`src/rtl/gpu_pkg.sv`:
```
// Shared types for the pixel pipeline: FSM states, screen defaults and the
// framebuffer write entry carried through the write-stage FIFO.
package gpu_pkg;

  localparam int H_RES_DEF   = 256;
  localparam int V_RES_DEF   = 120;
  localparam int ADDR_W_DEF  = 15;
  localparam int COLOR_W_DEF = 8;

  typedef enum logic [1:0] {
    IDLE   = 2'd0,
    ACTIVE = 2'd1,
    DRAIN  = 2'd2,
    DONE   = 2'd3
  } state_t;

  typedef struct packed {
    logic [ADDR_W_DEF-1:0]  addr;
    logic [COLOR_W_DEF-1:0] color;
  } pix_entry_t;

endpackage

```
`src/rtl/pixel_fifo.sv`:
```
// Synchronous FIFO, DEPTH entries of W bits; head visible the cycle after push.
// Push when full and pop when empty are ignored; pointers carry a wrap bit.
module pixel_fifo #(
  parameter int DEPTH = 4,
  parameter int W     = 23
) (
  input  logic         clk,
  input  logic         reset,
  input  logic         push,
  input  logic [W-1:0] push_dat,
  input  logic         pop,
  output logic [W-1:0] head_dat,
  output logic         full,
  output logic         empty
);

  localparam int AW = $clog2(DEPTH);

  logic [W-1:0] mem [DEPTH];
  logic [AW:0]  wr_ptr;
  logic [AW:0]  rd_ptr;
  logic         do_push;
  logic         do_pop;

  assign do_push = push && !full;
  assign do_pop  = pop && !empty;

  always_ff @(posedge clk or negedge reset) begin
    if (!reset) begin
      wr_ptr <= '0;
      rd_ptr <= '0;
    end else begin
      if (do_push) wr_ptr <= wr_ptr + 1'b1;
      if (do_pop)  rd_ptr <= rd_ptr + 1'b1;
    end
  end

  always_ff @(posedge clk) begin
    if (do_push) mem[wr_ptr[AW-1:0]] <= push_dat;
  end

  assign head_dat = mem[rd_ptr[AW-1:0]];
  assign empty    = (wr_ptr == rd_ptr);
  assign full     = (wr_ptr[AW] != rd_ptr[AW]) && (wr_ptr[AW-1:0] == rd_ptr[AW-1:0]);

endmodule

```
`src/rtl/pixel_write_stage.sv`:
```
// Clips drawer coordinates, buffers framebuffer writes, drains them under mem_ack.
// Accepted pixel reaches mem_we one cycle later; define PIXEL_DEDUP_EN to drop repeated addresses.
module pixel_write_stage
  import gpu_pkg::*;
#(
  parameter int H_RES   = H_RES_DEF,
  parameter int V_RES   = V_RES_DEF,
  parameter int ADDR_W  = ADDR_W_DEF,
  parameter int COLOR_W = COLOR_W_DEF,
  parameter int DEPTH   = 4
) (
  input  logic               clk,
  input  logic               reset,
  input  logic               start,
  input  logic [COLOR_W-1:0] pix_color,
  input  logic               in_valid,
  input  logic [8:0]         in_x,
  input  logic [7:0]         in_y,
  output logic               in_ready,
  input  logic               draw_done,
  output logic               mem_we,
  output logic [ADDR_W-1:0]  mem_addr,
  output logic [COLOR_W-1:0] mem_data,
  input  logic               mem_ack,
  output logic [15:0]        pix_written,
  output logic [15:0]        pix_clipped,
  output logic               write_done
);

  state_t             state;
  logic [COLOR_W-1:0] color_q;
  logic               fifo_full;
  logic               fifo_empty;
  logic               hs;
  logic               visible;
  logic               push;
  logic               pop;
  logic               start_ok;
  logic [ADDR_W-1:0]  pix_addr;
  pix_entry_t         push_ent;
  pix_entry_t         head_ent;

  assign in_ready = (state == ACTIVE) && !fifo_full;
  assign hs       = in_valid && in_ready;
  assign start_ok = start && ((state == IDLE) || (state == DONE));

  // Sign bit set means negative, which is always off-screen.
  assign visible  = !in_x[8] && (32'(in_x[7:0]) < 32'(H_RES)) &&
                    !in_y[7] && (32'(in_y[6:0]) < 32'(V_RES));
  assign pix_addr = ADDR_W'(32'(in_y[6:0]) * 32'(H_RES) + 32'(in_x[7:0]));

`ifdef PIXEL_DEDUP_EN
  logic [ADDR_W-1:0] last_addr;
  logic              last_vld;

  assign push = hs && visible && !(last_vld && (last_addr == pix_addr));

  always_ff @(posedge clk or negedge reset) begin
    if (!reset) begin
      last_addr <= '0;
      last_vld  <= 1'b0;
    end else if (start_ok) begin
      last_vld  <= 1'b0;
    end else if (push) begin
      last_addr <= pix_addr;
      last_vld  <= 1'b1;
    end
  end
`else
  assign push = hs && visible;
`endif

  assign push_ent.addr  = ADDR_W_DEF'(pix_addr);
  assign push_ent.color = COLOR_W_DEF'(color_q);

  pixel_fifo #(.DEPTH(DEPTH), .W($bits(pix_entry_t))) u_fifo (
    .clk      (clk),
    .reset    (reset),
    .push     (push),
    .push_dat (push_ent),
    .pop      (pop),
    .head_dat (head_ent),
    .full     (fifo_full),
    .empty    (fifo_empty)
  );

  assign mem_we   = !fifo_empty;
  assign pop      = mem_we && mem_ack;
  assign mem_addr = fifo_empty ? '0 : ADDR_W'(head_ent.addr);
  assign mem_data = fifo_empty ? '0 : COLOR_W'(head_ent.color);

  always_ff @(posedge clk or negedge reset) begin
    if (!reset) begin
      state      <= IDLE;
      write_done <= 1'b0;
    end else begin
      case (state)
        IDLE:    if (start) state <= ACTIVE;
        ACTIVE:  if (draw_done && !hs) state <= DRAIN;
        DRAIN:   if (fifo_empty) begin
                   state      <= DONE;
                   write_done <= 1'b1;
                 end
        DONE:    if (start) begin
                   state      <= ACTIVE;
                   write_done <= 1'b0;
                 end
        default: state <= IDLE;
      endcase
    end
  end

  always_ff @(posedge clk or negedge reset) begin
    if (!reset) begin
      color_q     <= '0;
      pix_written <= '0;
      pix_clipped <= '0;
    end else if (start_ok) begin
      color_q     <= pix_color;
      pix_written <= '0;
      pix_clipped <= '0;
    end else begin
      if (pop && (pix_written != 16'hFFFF))
        pix_written <= pix_written + 16'd1;
      if (hs && !visible && (pix_clipped != 16'hFFFF))
        pix_clipped <= pix_clipped + 16'd1;
    end
  end

endmodule

```
`config.mk`:
```
export PLATFORM = sky130hd
export DESIGN_NAME = pixel_write_stage
export DESIGN_NICKNAME = d
export VERILOG_FILES = /design/src/rtl/gpu_pkg.sv /design/src/rtl/pixel_fifo.sv /design/src/rtl/pixel_write_stage.sv
export SDC_FILE = /design/constraint.sdc
export NUM_CORES = 1
export LEC_CHECK = 0
export BUFFER_PORTS_ARGS = -buffer_cell sky130_fd_sc_hd__buf_2
export CORE_MARGIN = 8
export CORE_UTILIZATION = 59
export DETAILED_ROUTE_END_ITERATION = 8
export PLACE_DENSITY_LB_ADDON = 0.3
export SLEW_MARGIN = 20
export SYNTH_ARGS = -nofsm -noshare
export SYNTH_HDL_FRONTEND = slang
export SYNTH_SLANG_ARGS = --single-unit
```
`constraint.sdc`:
```
create_clock -name clk -period 5.9 [get_ports clk]
set_input_delay 0.885 -clock clk [delete_from_list [all_inputs] [get_ports clk]]
set_output_delay 0.885 -clock clk [all_outputs]
set_load 0.01 [all_outputs]
```
# [After elaboration in Yosys (flattened, before gate mapping)]
# Memory sizes are Yosys's and may differ from the RTL's.
# Index checks and enable logic that the tools add are counted.
# Widths: inputs -> output; s select.
[classes] mux=15 add_sub_neg=5 reduce_logical=28 eq_ne=12 order_cmp=1
[op_table] operator="$mux 16" n=4
[op_table] operator="$add 16x1->16 const B" n=2
[op_table] operator="$ne 16x16->1 const B" n=2
[op_table] operator="$add 15x8->15" n=1
[op_table] operator="$mux 15" n=1
[op_table] operator="$logic_and 1x1->1" n=14
[op_table] operator="$mux 8" n=1
[op_table] operator="$lt 7x7->1 const B" n=1
[op_table] operator="$add 3x1->3 const B" n=2
[op_table] operator="$logic_not 1->1" n=6
[op_table] operator="$mux 2" n=3
[op_table] operator="$pmux 2 s3" n=1
[op_table] operator="$reduce_and 3->1" n=2
[op_table] operator="$reduce_bool 2->1" n=3
[op_table] operator="$eq 2x2->1 const B" n=2
[op_table] operator="$mux 1" n=4
[op_table] operator="$ne 2x1->1 const B" n=2
[op_table] operator="$ne 2x2->1 const B" n=2
[op_table] operator="$eq 3x3->1" n=1
[op_table] operator="$eq 2x1->1 const B" n=1
[op_table] operator="$eq 2x2->1" n=1
[op_table] operator="$logic_not 2->1" n=1
[op_table] operator="$pmux 1 s2" n=1
[op_table] operator="$reduce_or 2->1" n=1
[op_table] operator="2 further kinds" n=2
[word_totals] out_inout_bits=58 inputBits=31 elab_cells=69 regBits=49 mem_count=1 ram_bits=92
[memory_table] name="u_fifo.mem" depth=4 word_bits=23 rd=1 rd_clocked_by_memory_dff=0 wr=1 line_no="pixel_fifo.sv:19" source="logic [W-1:0] mem [DEPTH];"

# [Longest topological paths before layout]
# Gate-level depths: netlist of run 1.
[depth] depth_word=9 mapped_depth=7 ltp_nobuf=6

# [By module]
# Synthesis of run 1 repeated with hierarchy kept, for this count alone.
[hier_totals] cells_unflattened=443 hier_area_um2=6334.8
[modules_own_cells] mod="pixel_fifo" n_inst=1 area_per_inst_um2=3873.7 seq_area_each_um2=2912.8 cells_each=172
[modules_own_cells] mod="pixel_write_stage" n_inst=1 area_per_inst_um2=2461.1 seq_area_each_um2=1076.0 cells_each=271

# [Worst setup path after synthesis of run 1]
# OpenSTA, ideal clock, no wires.
[synth_timing] kind="input to register" from="input port in_y[7]" to="memory u_fifo.mem[3][0], enable pin" path_buffers=0 arrival_time_ps=2268 t_required_ps=5517 path_stages=3 slack_ps=3249 setup_ps=383 cell_sequence="or2_2 -> nor4_4 -> and2_1"
[synth_via] elab_chain_len=7
[synth_rtl] element="start, declared" line_no="pixel_write_stage.sv:18" source="input logic [7:0] in_y,"
[synth_rtl] element="$logic_not 1->1" line_no="pixel_write_stage.sv:49" source="!in_y[7] && (32'(in_y[6:0]) < 32'(V_RES));"
[synth_rtl] element="$logic_and 1x1->1" line_no="pixel_write_stage.sv:48" source="assign visible = !in_x[8] && (32'(in_x[7:0]) < 32'(H_RES)) &&"
[synth_rtl] element="$logic_and 1x1->1" line_no="pixel_write_stage.sv:49"
[synth_rtl] element="$logic_and 1x1->1" line_no="pixel_write_stage.sv:70" source="assign push = hs && visible;"
[synth_rtl] element="$logic_and 1x1->1" line_no="pixel_fifo.sv:25" source="assign do_push = push && !full;"
[synth_rtl] element="$mux 1" line_no="pixel_fifo.sv:39" source="if (do_push) mem[wr_ptr[AW-1:0]] <= push_dat;"
[synth_rtl] element="$mux 1 (implied by the code)" line_no="pixel_fifo.sv:39"
[synth_rtl] element="end, declared" line_no="pixel_fifo.sv:19"
# No other way between the ends.

# [Final worst setup path of run 1]
[layout_timing] from="register u_fifo.rd_ptr[0]" to="output port mem_addr[14]"
[layout_via] elab_chain_len=2 elab_cells_between_ends=3 cone_classes="eq/ne (1); mux (1); memory (1)"
[layout_rtl] element="start, declared" line_no="pixel_fifo.sv:21" source="logic [AW:0] rd_ptr;"
[layout_rtl] element="start signal, assigned" line_no="pixel_fifo.sv:34" source="if (do_pop) rd_ptr <= rd_ptr + 1'b1;"
[layout_rtl] element="$mem_v2 4x23 / $eq 3x3->1 (equally long branches)"
[layout_rtl] element="$mux 15 *" line_no="pixel_write_stage.sv:89" source="assign mem_addr = fifo_empty ? '0 : ADDR_W'(head_ent.addr);"
[layout_rtl] element="end, declared" line_no="pixel_write_stage.sv:22" source="output logic [ADDR_W-1:0] mem_addr,"
# Mark *: on every way between the ends. The rest lies on a longest branch, timed or not.

==> run metrics, run 1 <==
PostCTS Resize Cnt 0; Synth warnings 0; die height 119 um; CP Data Required Time 5.02 ns; First DRT Iteration DRCs 325; Post-CTS Setup Bufs 0; htree depth 4; Logic pwr share 29.8%; proportion of layout cells with a drive suffix above 1 30.8%; Synth Instances 433; Tmin final 3.81 ns; Metal-1 WL 5740 um; max-cap violation count 0; Achievable Freq 263 MHz; Core Footprint a little over 10000 um2; initial core utilization 60.6%; Crit path max-delay family flip-flops; Final setup viols 0; quantity of I/O buffers inserted on ports 88; skew final 0.00732 ns; Num CTS Buffers 17; startpoint class of the critical path register; ys async rst share 34.8%; synth unique cells roughly 50; Die ar. 14100 um2; initial antenna violation count 1; diode count 0; routability-driven placement congestion ratio just under 0.8; first-pass GRT wire length about 22000 um; Synthesized Nets roughly 470; Hold Vio Cnt, Final 0; IO Pins ~90; outcome finished, final reports clean; crit end category output pin; Die X-Extent 119 um; syn avg cell area 14.4 um2; CTS root buf clkbuf_8; sw frac 32.8%; Top Metal Used met5; Leak Pwr approximately 0.003 uW; Crit Path Category register to output pin; Non-Filler Instances between 600 and 700; metal3 WL 900 um; cts hold-fix bufs 0; area grow syn2layout 18.6%; Global Route Usage Sum between 20 and 25%; Post-synth EDFFs 92; Cells after DPL ~650; wire length on met2 6930 um; Crit path arrival time 2.92 ns; Seq/Total Area, Yosys 64.1%; routed length per instance 20.2 um; Final Cycle Share 64.5%; unrepaired setup endpoints after global routing no; #FFs+latches synth 141; vias per cell ~5.8; total gr overflow 0; clock insertion delay at the later pin of the skew report 0.52 ns; # rows 37; detailed placement HPWL 8220 um; part of the power in registers 39.4%; CP max stage cell dfrtp_2; final net count 571; largest net degree at the start of global routing 50; Worst-path clk slew around 0.060 ns; Top FF cell, synth edfxtp_1; Pre-antenna DRT Iters 4; sw power between 1000 and 1500 uW; power per cell area between 400 and 500 nW/um2; number of routed nets with antenna violations 0; final wirelength 13700 um; CTS Sinks approximately 140; Buf+Inv Stages, Crit Path 1; Clock Path Buffers 2; DR vias 3932; worst-margin pin slew 0.993 ns; cell-internal power 2290 uW; Hold Crit Class input pin to async pin; setup_tns 0 ns; Mapped Area around 6200 um2; TritonCTS clock tree built; crit-path max FO 29; max_slew headroom 33.8%; Critical Path Max Stage Delay 1.02 ns; peak supply drop 0.000280 V; drc violations 0; vias in the first global route 4125; worst path cell trace xor2_4, or3_1, and2_1, buf_2; power share of the clock group a little under a third; Pins Over Slew Limit 0
-- final cells by class --
cell class              count  area [um2]
clock inverters            15         170
multi-input cells         265        2110
flip-flops and latches    141        3990
repair buffers             96         500
well taps                 136         170
clock buffers              17         414
fillers                   678        2890
inverters                   9        33.8
-- synth_stat cells (5+ instances only) --
| master | count | area, um2 |
|---|---|---|
| a21oi_1 | 13 | 65.1 |
| and2_1 | 31 | 194 |
| buf_2 | 5 | 25.0 |
| clkbuf_1 | 10 | 37.5 |
| dfrtp_1 | 49 | 1230 |
| edfxtp_1 | 92 | 2760 |
| ha_1 | 10 | 125 |
| inv_1 | 9 | 33.8 |
| mux4_2 | 23 | 518 |
| nand2_1 | 43 | 161 |
| nand3_1 | 11 | 55.1 |
| nand4_1 | 11 | 68.8 |
| nor2_1 | 25 | 93.8 |
| nor3_1 | 6 | 30.0 |
| o21ai_0 | 11 | 55.1 |
| or3_1 | 6 | 37.5 |
| xnor2_1 | 10 | 87.6 |
| xor2_1 | 9 | 78.8 |
-- per-stage QoR --
step / cell area, um2 / setup WS [ns] / total power, uW / hold WS [ns] / utilization [%]
2_1_floorplan: 6220 / 3.25 / 2040 / 0.476 / -
3_5_place_dp: 6800 / 2.60 / 2360 / 0.498 / 66.2
5_1_grt: 7380 / 1.87 / 3590 / 0.514 / 71.9
3_3_place_gp: 6800 / 2.71 / 2320 / 0.484 / 66.2
4_1_cts: 7380 / 2.00 / 3440 / 0.475 / 71.9
6_report: 7380 / 2.09 / 3400 / 0.463 / 71.9
-- layout by cell type (no fill, tap or decap), types with 10 or more instances in the layout --
master / Yosys / routed
buf_2: 5 / 88
clkbuf_16: 0 / 16
xnor2_1: 10 / 10
nor2_1: 25 / 25
ha_1: 10 / 10
edfxtp_1: 92 / 92
o21ai_0: 11 / 11
nand2_1: 43 / 43
a21oi_1: 13 / 13
nand3_1: 11 / 11
nand4_1: 11 / 11
mux4_2: 23 / 23
and2_1: 31 / 31
dfrtp_1: 49 / 48
-- registers in the layout, indices dropped and copies added, names as in the netlist --
signal	cells
u_fifo.wr_ptr	3
pix_clipped	16
color_q	8
u_fifo.rd_ptr	3
pix_written	16
u_fifo.mem	92
write_done	1
state	2
-- worst paths after layout --
check	endpoint	start	slack, ns	cells after the start
min reg2reg	u_fifo.mem[2][7]	color_q[7]	0.51	0
max in group asynchronous	u_fifo.rd_ptr[0]	reset	4.97	2
max	mem_addr[14]	u_fifo.rd_ptr[0]	2.09	4
max reg2reg	u_fifo.mem[0][14]	u_fifo.rd_ptr[0]	3.05	5
min	pix_written[11]	reset	0.46	2
min in group clk	u_fifo.mem[2][7]	color_q[7]	0.51	0
-- per-layer routing --
layer / vias to the layer above / global-route usage, %
met5: - / 0
met4: 2 / 4.82
li1: 1823 / -
met2: 121 / 34.1
met1: 1973 / 24.0
met3: 13 / 7.23
-- cells by family (layout without fill, tap and decap cells) --
family / Yosys count / count (layout) / share of synthesized area [%]
XOR/XNOR: 21 / 21 / 3.56
adder cells (fa/ha/maj): 10 / 10 / 2.01
flip-flops: 141 / 141 / 64.1
multiplexers: 27 / 27 / 8.96
AND/OR/NAND/NOR: 158 / 158 / 14.1
AO/OA/AOI/OAI: 49 / 49 / 5.23
buffers and inverters: 27 / 137 / 2.09
-- power by group through the flow --
stage / Combinational [uW] / Sequential, uW / Clock, uW
after floorplan: 758 / 1280 / 0
after global placement: 972 / 1350 / 0
after detailed placement: 1010 / 1360 / 0
after CTS: 1030 / 1340 / 1070
after global routing: 1130 / 1360 / 1100
final: 1010 / 1340 / 1050
-- worst reg2reg max path: stages (launching register included) --
cell,delay [ns]
dfrtp_2,1.02
xor2_4,0.27
nor3_1,0.14
nor4_4,0.37
and2_1,0.37
buf_4,0.35
No activity file was read; power rests on OpenSTA's default activity.
==> run 2: changes to the inputs <==
- CORE_UTILIZATION: 59 -> 52
- clock period: 5.9 -> 3.3 ns (I/O delays scaled with it)
==> run metrics, run 2 (same netlist as run 1, synthesis figures left out) <==
CP max stage cell or3_1; Tmin final ~2.8 ns; crit-path max FO 29; TritonCTS clock tree built; First DRT Iteration DRCs 358; Leak Pwr 0.00298 uW; vias per cell 5.63; routed length per instance approximately 18 um; quantity of I/O buffers inserted on ports slightly below 90; final net count 573; Die ar. ~16000 um2; routability-driven placement congestion ratio between 0.7 and 0.8; Post-CTS Setup Bufs 0; first-pass GRT wire length 20900 um; startpoint class of the critical path register; worst-case reg-to-reg path depth 5; vias in the first global route 4108; htree depth 4; commonest non-fill, non-tap cell in the layout edfxtp_1; CP Data Required Time between 2 and 3 ns; area grow syn2layout 19.5%; number of routed nets with antenna violations 0; Clock Path Buffers 2; peak supply drop 0.000445 V; drc violations 0; Final Cycle Share 83.3%; fillers 889; largest net degree at the start of global routing 33; proportion of layout cells with a drive suffix above 1 31.0%; die height about 130 um; worst path cell trace xor2_4, or3_1, and2_1, buf_2; max_slew headroom 42.9%; Hold Vio Cnt, Final 0; power per cell area 822 nW/um2; # rows 40; Seq. cell area 3990 um2; Global Route Usage Sum 17.1%; total gr overflow 0; Hold Crit Class input pin to async pin; max reg flops 92; Pre-antenna DRT Iters 4; worst slack, placed 0.934 ns; Multi-input gate area 2110 um2; diode count 0; crit end category output pin; Core Footprint approximately 12000 um2; Die X-Extent 125 um; cts hold-fix bufs 0; initial core utilization 52.5%; IO Pins 89; initial antenna violation count 1; Metal-1 WL 5650 um; Critical Path Max Stage Delay 0.73 ns; Achievable Freq 364 MHz; Pins Over Slew Limit 0; setup_tns 0 ns; Crit Path Category register to output pin; max-cap violation count 0; slack of the critical path 0.550 ns; PostCTS Resize Cnt 0; Crit path arrival time 2.26 ns; unrepaired setup endpoints after global routing no; CTS root buf clkbuf_16; commonest cells after routing, fill and taps aside edfxtp_1 (92), buf_2 (88), dfrtp_1 (48); clock insertion delay at the later pin of the skew report 0.41 ns; worst-margin pin slew approximately 0.86 ns; outcome finished, final reports clean; Num CTS Buffers 17; CTS Sinks 141; Final setup viols 0; Worst-path clk slew roughly 0.06 ns; metal3 WL 735 um; DR vias 3894; wire length on met2 slightly above 6000 um; detailed placement HPWL 8270 um; Top Metal Used met5; final wirelength about 13000 um; skew final 0.00614 ns
## run 2: area by class of cell
| cell class | count | share of cell area (%) |
|---|---|---|
| Sequential cell | 141 | 53.7 |
| Multi-Input combinational cell | 265 | 28.3 |
| Timing Repair Buffer | 98 | 6.93 |
| Clock buffer | 18 | 5.91 |
| Tap cell | 147 | 2.47 |
| Clock inverter | 14 | 2.27 |
| Inverter | 9 | 0.454 |
## run 2: metal layers
layer	vias to the layer above	GRT usage (%)
li1	1830	-
met5	-	0
met1	1945	21.2
met2	103	26.9
met3	14	5.57
met4	2	7.88
## run 2: critical path, delay by kind of cell (launching register included)
kind	cells	cell delay (ns)
XOR/XNOR	1	0.20
buffers and inverters	1	0.14
flip-flops	1	0.46
AND/OR/NAND/NOR	2	1.03
## run 2: path summary, 6_finish.rpt
path                                       start                 to  slack [ns]
max in group asynchronous                  reset    pix_written[12]        2.41
worst min register to register        write_done         write_done        0.52
worst max register to register  u_fifo.wr_ptr[0]  u_fifo.mem[3][15]        1.10
worst max-delay path            u_fifo.wr_ptr[1]        mem_addr[3]        0.55
worst min-delay path                       reset     pix_clipped[3]        0.15
min in group clk                    pix_color[2]         color_q[2]        0.27
## run 2: power by group
part | switching, uW | internal, uW
Clock | 723 | 1210
Sequential | 185 | 2120
Combinational | 1050 | 836
## run 2: stage by stage
step / util (%) / area [um2] / hold WS [ns] / std cells / power (uW)
2_1_floorplan: - / 6220 / 0.199 / 433 / 3650
3_3_place_gp: 57.6 / 6830 / 0.503 / 660 / 4200
3_5_place_dp: 57.6 / 6830 / 0.513 / 660 / 4260
4_1_cts: 62.7 / 7440 / 0.159 / 692 / 6200
5_1_grt: 62.7 / 7440 / 0.181 / 692 / 6460
6_report: 62.7 / 7440 / 0.148 / 692 / 6110
